File: config.mk
export PLATFORM = sky130hd
export DESIGN_NAME = bram_port_arbiter
export DESIGN_NICKNAME = d
export VERILOG_FILES = /design/src/rtl/bram_port_arbiter.sv
export SDC_FILE = /design/constraint.sdc
export NUM_CORES = 1
export LEC_CHECK = 0
export ABC_AREA = 1
export ABC_CLOCK_PERIOD_IN_PS = 3200
export CAP_MARGIN = 20
export CORE_AREA = 3 3 88 90
export DETAILED_ROUTE_END_ITERATION = 8
export DIE_AREA = 0 0 91 93
export GPL_TIMING_DRIVEN = 0
export PLACE_DENSITY = 0.91
export SLEW_MARGIN = 5
export SYNTH_ARGS = -nofsm -noshare
export SYNTH_HDL_FRONTEND = slang
export SYNTH_SLANG_ARGS = --single-unit
File: constraint.sdc
create_clock -name clk -period 3.2 [get_ports clk]
set_input_delay 0.64 -clock clk [delete_from_list [all_inputs] [get_ports clk]]
set_output_delay 0.64 -clock clk [all_outputs]
set_load 0.05 [all_outputs]
File: src/rtl/bram_port_arbiter.sv
// Two-requester round-robin burst arbiter for the single 32-bit port of my_bram.
// Reads are tagged with their issuer and returned after the memory's 2-cycle latency.
module bram_port_arbiter #(
  parameter int BRAM_ADDR_WIDTH = 15,
  parameter int MAX_BURST       = 16
) (
  input  logic                       clk,
  input  logic                       rstn,

  input  logic                       r0_req,
  input  logic [BRAM_ADDR_WIDTH-1:0] r0_addr,
  input  logic [3:0]                 r0_we,
  input  logic [31:0]                r0_wrdata,
  input  logic                       r0_last,
  output logic                       r0_gnt,
  output logic                       r0_rvalid,

  input  logic                       r1_req,
  input  logic [BRAM_ADDR_WIDTH-1:0] r1_addr,
  input  logic [3:0]                 r1_we,
  input  logic [31:0]                r1_wrdata,
  input  logic                       r1_last,
  output logic                       r1_gnt,
  output logic                       r1_rvalid,

  output logic [31:0]                rddata,

  output logic [BRAM_ADDR_WIDTH-1:0] BRAM_ADDR,
  output logic [31:0]                BRAM_WRDATA,
  output logic [3:0]                 BRAM_WE,
  output logic                       BRAM_EN,
  output logic                       BRAM_RST,
  input  logic [31:0]                BRAM_RDDATA,

  output logic                       busy
);

  localparam int CNT_W = 8;
  localparam logic [CNT_W-1:0] LAST_CNT = CNT_W'(MAX_BURST - 1);

  typedef enum logic [1:0] {
    IDLE = 2'd0,
    OWN0 = 2'd1,
    OWN1 = 2'd2
  } state_e;

  typedef struct packed {
    logic valid;
    logic owner;
  } rd_tag_t;

  state_e           state_q, state_d;
  logic             rr_q, rr_d;
  logic [CNT_W-1:0] cnt_q, cnt_d;
  rd_tag_t          s0_q, s0_d, s1_q;

  logic                       granted;
  logic                       own_sel;
  logic                       own_req;
  logic                       own_last;
  logic                       other_req;
  logic [BRAM_ADDR_WIDTH-1:0] own_addr;
  logic [3:0]                 own_we;
  logic [31:0]                own_wrdata;
  logic                       beat;
  logic                       is_read;
  logic                       burst_end;
  logic                       grant_any;
  logic                       winner;

  assign granted = (state_q != IDLE);
  assign own_sel = (state_q == OWN1);

  // NOTE: every signal assigned in an always_comb gets a default first so no latch is inferred.
  always_comb begin
    own_req    = r0_req;
    own_last   = r0_last;
    other_req  = r1_req;
    own_addr   = r0_addr;
    own_we     = r0_we;
    own_wrdata = r0_wrdata;
    if (own_sel) begin
      own_req    = r1_req;
      own_last   = r1_last;
      other_req  = r0_req;
      own_addr   = r1_addr;
      own_we     = r1_we;
      own_wrdata = r1_wrdata;
    end
  end

  assign beat    = granted & own_req;
  assign is_read = beat & (own_we == 4'h0);

  // Dropping req while granted also closes the burst, just without a beat.
  assign burst_end = granted & (~own_req | own_last | (cnt_q == LAST_CNT));

  always_comb begin
    state_d   = state_q;
    rr_d      = rr_q;
    cnt_d     = cnt_q;
    grant_any = 1'b0;
    winner    = rr_q;

    unique case (state_q)
      IDLE: begin
        if (r0_req | r1_req) begin
          grant_any = 1'b1;
          winner    = (r0_req & r1_req) ? rr_q : r1_req;
        end
      end
      default: begin
        if (burst_end) begin
          if (other_req) begin
            grant_any = 1'b1;
            winner    = ~own_sel;
          end else if (own_req) begin
            grant_any = 1'b1;
            winner    = own_sel;
          end else begin
            state_d = IDLE;
            cnt_d   = '0;
          end
        end else if (beat) begin
          cnt_d = cnt_q + CNT_W'(1);
        end
      end
    endcase

    // The pointer always moves to the requester that did not just win.
    if (grant_any) begin
      state_d = winner ? OWN1 : OWN0;
      rr_d    = ~winner;
      cnt_d   = '0;
    end
  end

  always_comb begin
    s0_d       = '0;
    s0_d.valid = is_read;
    s0_d.owner = own_sel;
  end

  // NOTE: sequential state uses non-blocking assignments so every register samples pre-edge values.
  always_ff @(posedge clk or negedge rstn) begin
    if (!rstn) begin
      state_q <= IDLE;
      rr_q    <= 1'b0;
      cnt_q   <= '0;
      s0_q    <= '0;
      s1_q    <= '0;
    end else begin
      state_q <= state_d;
      rr_q    <= rr_d;
      cnt_q   <= cnt_d;
      s0_q    <= s0_d;
      s1_q    <= s0_q;
    end
  end

  assign r0_gnt    = (state_q == OWN0);
  assign r1_gnt    = (state_q == OWN1);
  assign r0_rvalid = s1_q.valid & ~s1_q.owner;
  assign r1_rvalid = s1_q.valid &  s1_q.owner;
  assign rddata    = BRAM_RDDATA;

  // Memory inputs are quiet outside beats; EN stays up one extra cycle to clock the read out.
  assign BRAM_ADDR   = beat ? own_addr   : '0;
  assign BRAM_WE     = beat ? own_we     : 4'h0;
  assign BRAM_WRDATA = beat ? own_wrdata : 32'h0;
  assign BRAM_EN     = beat | s0_q.valid;
  assign BRAM_RST    = ~rstn;

  assign busy = granted | s0_q.valid | s1_q.valid;

endmodule

# ---- Word level (Yosys, flattened, before mapping)
# Index checks and enable logic that the tools add are counted.
dict set report classes {
  add_sub_neg 1
  eq_ne 8
  n_mux 32
  bitwise_logic 17
  reduce_logical 7
}
# cell n
set op_table {}
lappend op_table {{2-to-1 mux 32 bit} 2}
lappend op_table {{2-to-1 mux 8 bit} 6}
lappend op_table {{2-to-1 mux 15 bit} 2}
lappend op_table {{2-to-1 mux 1 bit} 14}
lappend op_table {{2-to-1 mux 2 bit} 6}
lappend op_table {{adder 8 x 1 -> 8 bit (second input constant)} 1}
lappend op_table {{== test 8 x 4 -> 1 bit (second input constant)} 1}
lappend op_table {{2-to-1 mux 4 bit} 2}
lappend op_table {{AND reduction 4 bit} 2}
lappend op_table {{AND 1 bit} 6}
lappend op_table {{inequality test 3 x 2 -> 1 bit (second input constant)} 2}
lappend op_table {{bitwise OR 1 bit} 6}
lappend op_table {{inverter 1 bit} 5}
lappend op_table {{logical NOT 4 bit} 1}
lappend op_table {{inequality test 2 x 1 -> 1 bit (second input constant)} 2}
lappend op_table {{nonzero test 2 bit} 2}
lappend op_table {{nonzero test 3 bit} 1}
lappend op_table {{== test 2 x 1 -> 1 bit (second input constant)} 1}
lappend op_table {{== test 2 bit (second input constant)} 1}
lappend op_table {{logical NOT 2 bit} 1}
lappend op_table {{inequality test 2 bit (second input constant)} 1}
dict set report word_totals {
  ff_bits 15
  output_inout_bits 90
  elab_cells 72
}

# ---- Longest topological paths before layout
dict set report depth {
  depth_word 10
  ltp_mapped 10
  depth_no_buf 10
}

# ---- Worst setup path after synthesis
# No wires, ideal clock.
dict set report synth_path {
  path_type {register -> output}
  from {register state_q[0]}
  to {output port BRAM_WRDATA[22]}
  arrival_ps 1949
  t_required_ps 2560
  setup_slack_ps 611
  stages_incl_launch_ff 7
  n_path_buf 1
  cell_sequence {dfrtp_1 > inv_2 > nand2_8 > inv_1 > buf_2 > nand2_1 > a21oi_1}
}
dict set report synth_between {
  elab_chain_cells 4
  elab_cells_between_ends 6
}
# element line
set synth_lines {}
lappend synth_lines {{from (decl)} 52} ;# state_e state_q, state_d;
lappend synth_lines {{from (signal assigned)} 153} ;# state_q <= state_d;
lappend synth_lines {{== test 2 bit *} -}
lappend synth_lines {{net r1_gnt} 23} ;# output logic r1_gnt,
lappend synth_lines {{2-to-1 mux 1 bit} 82} ;# if (own_sel) begin
lappend synth_lines {{AND 1 bit} 92} ;# assign beat = granted & own_req;
lappend synth_lines {{2-to-1 mux 32 bit *} 170} ;# assign BRAM_WRDATA = beat ? own_wrdata : 32'h0;
lappend synth_lines {{to (decl)} 29} ;# output logic [31:0] BRAM_WRDATA,
# Mark *: on every way through the listed nets, which the timed path passes. The rest lies on a longest branch.

# ---- Worst setup path in the final report
dict set report layout_path {
  from {input port r1_req}
  to {output port BRAM_WRDATA[28]}
}
dict set report layout_between {
  elab_chain_cells 3
}
# element line
set layout_lines {}
lappend layout_lines {{from (decl)} 18} ;# input logic r1_req,
lappend layout_lines {{2-to-1 mux 1 bit} 82}
lappend layout_lines {{AND 1 bit} 92}
lappend layout_lines {{2-to-1 mux 32 bit} 170}
# No other way between the ends.

==> flow_metrics.env <==
export IMPL_antenna_left=0
export IMPL_layout_worst_path_cycle_share_pct=97.7
export IMPL_crit_path_top_delay_cell="dlygate4sd2_1"
export IMPL_syn_avg_cell_area_um2=6.07
export IMPL_die_width_um=91
export IMPL_start_util_pct=25.7
export IMPL_cts_buffer_depth=2
export IMPL_whs_path_depth=0
export IMPL_cts_root_buf="clkbuf_8"
export IMPL_slew_violations=0
export IMPL_tns_ns=0
export IMPL_grtUsageTotal_pct=19.1
export IMPL_setup_worst_path_start_class="input pin"
export IMPL_worstPathCellList="clkdlybuf4s50_1 -> nand3_1 -> nand2_2 -> o21ai_2 -> buf_6 -> a21oi_1 -> dlygate4sd2_1"
export IMPL_r2r_cells=6
export IMPL_antenna_found_initial=0
export IMPL_slew_limit_headroom_pct=54.6
export IMPL_coreArea_mm2=0.00714
export IMPL_synth_nets=443
export IMPL_synth_area_top_cells="nand2_1 25%, dfrtp_1 20%, buf_4 14%"
export IMPL_finalHoldViolCount=0
export IMPL_post_synth_num_cell_types=26
export IMPL_drc=0
export IMPL_synth_top_family_by_area="simple AND/OR/NAND/NOR gates"
export IMPL_die_area_mm2=0.00846
export IMPL_cts_tree="done"
export IMPL_routed_via_count=2708
export IMPL_rsz0062_at_grt="no"
export IMPL_htree_levels=1
export IMPL_nets=645
export IMPL_powerDensity_mw_per_mm2=798
export IMPL_tightest_slew_ns=0.679
export IMPL_maxCapViolations=0
export IMPL_critPathKind="in2out"
export IMPL_cp_end_kind="output pin"
export IMPL_drt_iter0_drc=52
export IMPL_synth_xor_area_share_pct=1.91
export IMPL_synth_cells=302
export IMPL_routed_wl_mm=8.72
export IMPL_grt_max_degree=17
export IMPL_grt_pass1_vias=2777
export IMPL_synth_simple_area_share_pct=37.6
export IMPL_ios=230
export IMPL_synthAdderAreaFrac_pct=0.683
export IMPL_setup_ws_ns=0.0735
export IMPL_worstPathMaxFanout=10
export IMPL_synth_warnings=0
export IMPL_dieHeight_um=93
export IMPL_stdcell_count=602
export IMPL_final_cell_mix="145 x clkdlybuf4s50_1, 122 x nand2_1, 48 x a21oi_1, 35 x buf_4, 30 x dlygate4sd2_1"
export IMPL_clkSinkCount=15
export IMPL_status="complete, no violations"
export IMPL_viasPerCell=4.50
export IMPL_wl_per_cell_um=14.5
export IMPL_path_clk_slew_ns=0.06
export IMPL_fmax_mhz=320
export IMPL_grt_pass1_wl_mm=13.3
export IMPL_syn_to_final_growth_pct=111
export IMPL_final_min_clock_period_ns=3.13
export IMPL_max_stage_delay_ns=0.56
export IMPL_yosys_area_top_type_share_pct=25.0
export IMPL_fillers=704
export IMPL_final_common_cell="clkdlybuf4s50_1"
export IMPL_grt_overflow_total=0
export IMPL_drive_gt1_share_pct=14.5
export IMPL_synth_compound_area_share_pct=14.8
export IMPL_row_count=31
export IMPL_clock_latency_ns=0.25
export IMPL_ys_ff_latch=15
export IMPL_io_buffers=197
export IMPL_cts_buffers=3
export IMPL_min_path_type="reg2reg"
export IMPL_diodes=0
export IMPL_finalSetupViolCount=0
export IMPL_cp_required_ns=2.56
export IMPL_routabilityCongestion=0.866
export IMPL_synth_top_cell_by_area="nand2_1"
export IMPL_syn_area_mm2=0.00183
export IMPL_dp_hpwl_mm=7.55
export IMPL_ir_worst_vdd_uv=457
export IMPL_pre_cts_slack_ns=-0.277
export IMPL_ctsHoldBuffers=0
export IMPL_dp_cells=598
export IMPL_synth_seq_area_share_pct=20.5
export IMPL_leakagePower_uw=0.00186
export IMPL_crit_arrival_ns=2.49
export IMPL_yosys_mux_area_fraction_pct=2.18
export IMPL_hold_worst_slack_ns=0.346
export IMPL_fin_skew_ns=0.00132
export IMPL_first_pass_iters=5
final cells by class:
cell class | instances | area, um^2 | share of cell area, %
Inverter | 14 | 52.6 | 1.36
Timing Repair Buffer | 197 | 1870 | 48.3
Sequential cell | 15 | 375 | 9.70
Multi-Input combinational cell | 225 | 1050 | 27.1
Buffer | 48 | 357 | 9.21
Clock buffer | 4 | 45.0 | 1.16
Tap cell | 99 | 124 | 3.20
Yosys cell counts:
library cell and count:
nand3_1 8, clkbuf_1 2, ha_1 1, nor2_4 2, nand3_2 2, mux2i_1 4, nor2_2 1, buf_2 6
nand2_1 122, inv_1 13, nor3_1 2, dfrtp_1 15, a21oi_1 48, nand2_2 2, nand4_1 2, o21ai_0 3
buf_4 35, nor2_1 19, nand2_8 1, xor2_1 4, buf_6 5, o21bai_1 1, inv_2 1, nor3_2 1
o21ai_2 1, and2_1 1
where the power goes:
group / total (uW) / switching (uW) / leakage, uW / internal, uW
combinational: 2690 / 1920 / 0.00164 / 771
clock: 151 / 63.0 / 0.0000228 / 88.2
sequential: 254 / 25.1 / 0.000201 / 229
total: 3090 / 2000 / 0.00186 / 1090
registers in the layout (all words and copies together), names as in the netlist:
signal and cells:
state_q 2, s0_q 2, rr_q 1, s1_q 2, cnt_q 8
routing by layer:
metal  vias to the layer above  GRT usage, %  wire [um]
li1                       1327             -          -
met1                      1230          21.0       3260
met2                       143          36.4       4520
met3                         8          5.79        826
met4                         0          3.64        116
met5                         -             0          0
logic make-up (layout without fill, tap and decap cells):
logic type | after synthesis | in the layout
buf+inv | 62 | 263
mux | 4 | 4
xor+xnor | 4 | 4
simple gates | 163 | 163
fa+ha+maj | 1 | 1
compound gates | 53 | 53
flops | 15 | 15
repair_timing:
item | 4_1_cts | 5_1_grt
resized for setup | 52 | 35
setup endpoints to repair | 52 | 22
setup buffers | 0 | 0
endpoints found under the hold margin | 0 | 0
per-stage QoR:
step                      power, uW  area (um^2)  utilization (%)
after global placement         3090         3930             55.0
after CTS                      3110         3910             54.8
after global routing           3290         3870             54.2
after floorplan                2180         1830                -
after detailed placement       3140         3930             55.0
final                          3090         3870             54.2
worst max-delay path, delay by kind of cell:
kind,cells,cell delay [ns]
simple gates,2,0.22
compound gates,2,0.29
buf+inv,3,1.32
path summary, 6_finish.rpt:
path | startpoint | end | slack, ns
worst max-delay path | r1_req | BRAM_WRDATA[28] | 0.07
worst min-delay path | s0_q[0] | s1_q[0] | 0.35
worst max register to register | state_q[0] | s0_q[1] | 1.65
worst min register to register | s0_q[0] | s1_q[0] | 0.35
max in group asynchronous | rstn | s1_q[0] | 1.96
min in group asynchronous | rstn | cnt_q[1] | 0.81
Note: power is estimated with default switching activity, not from simulation.
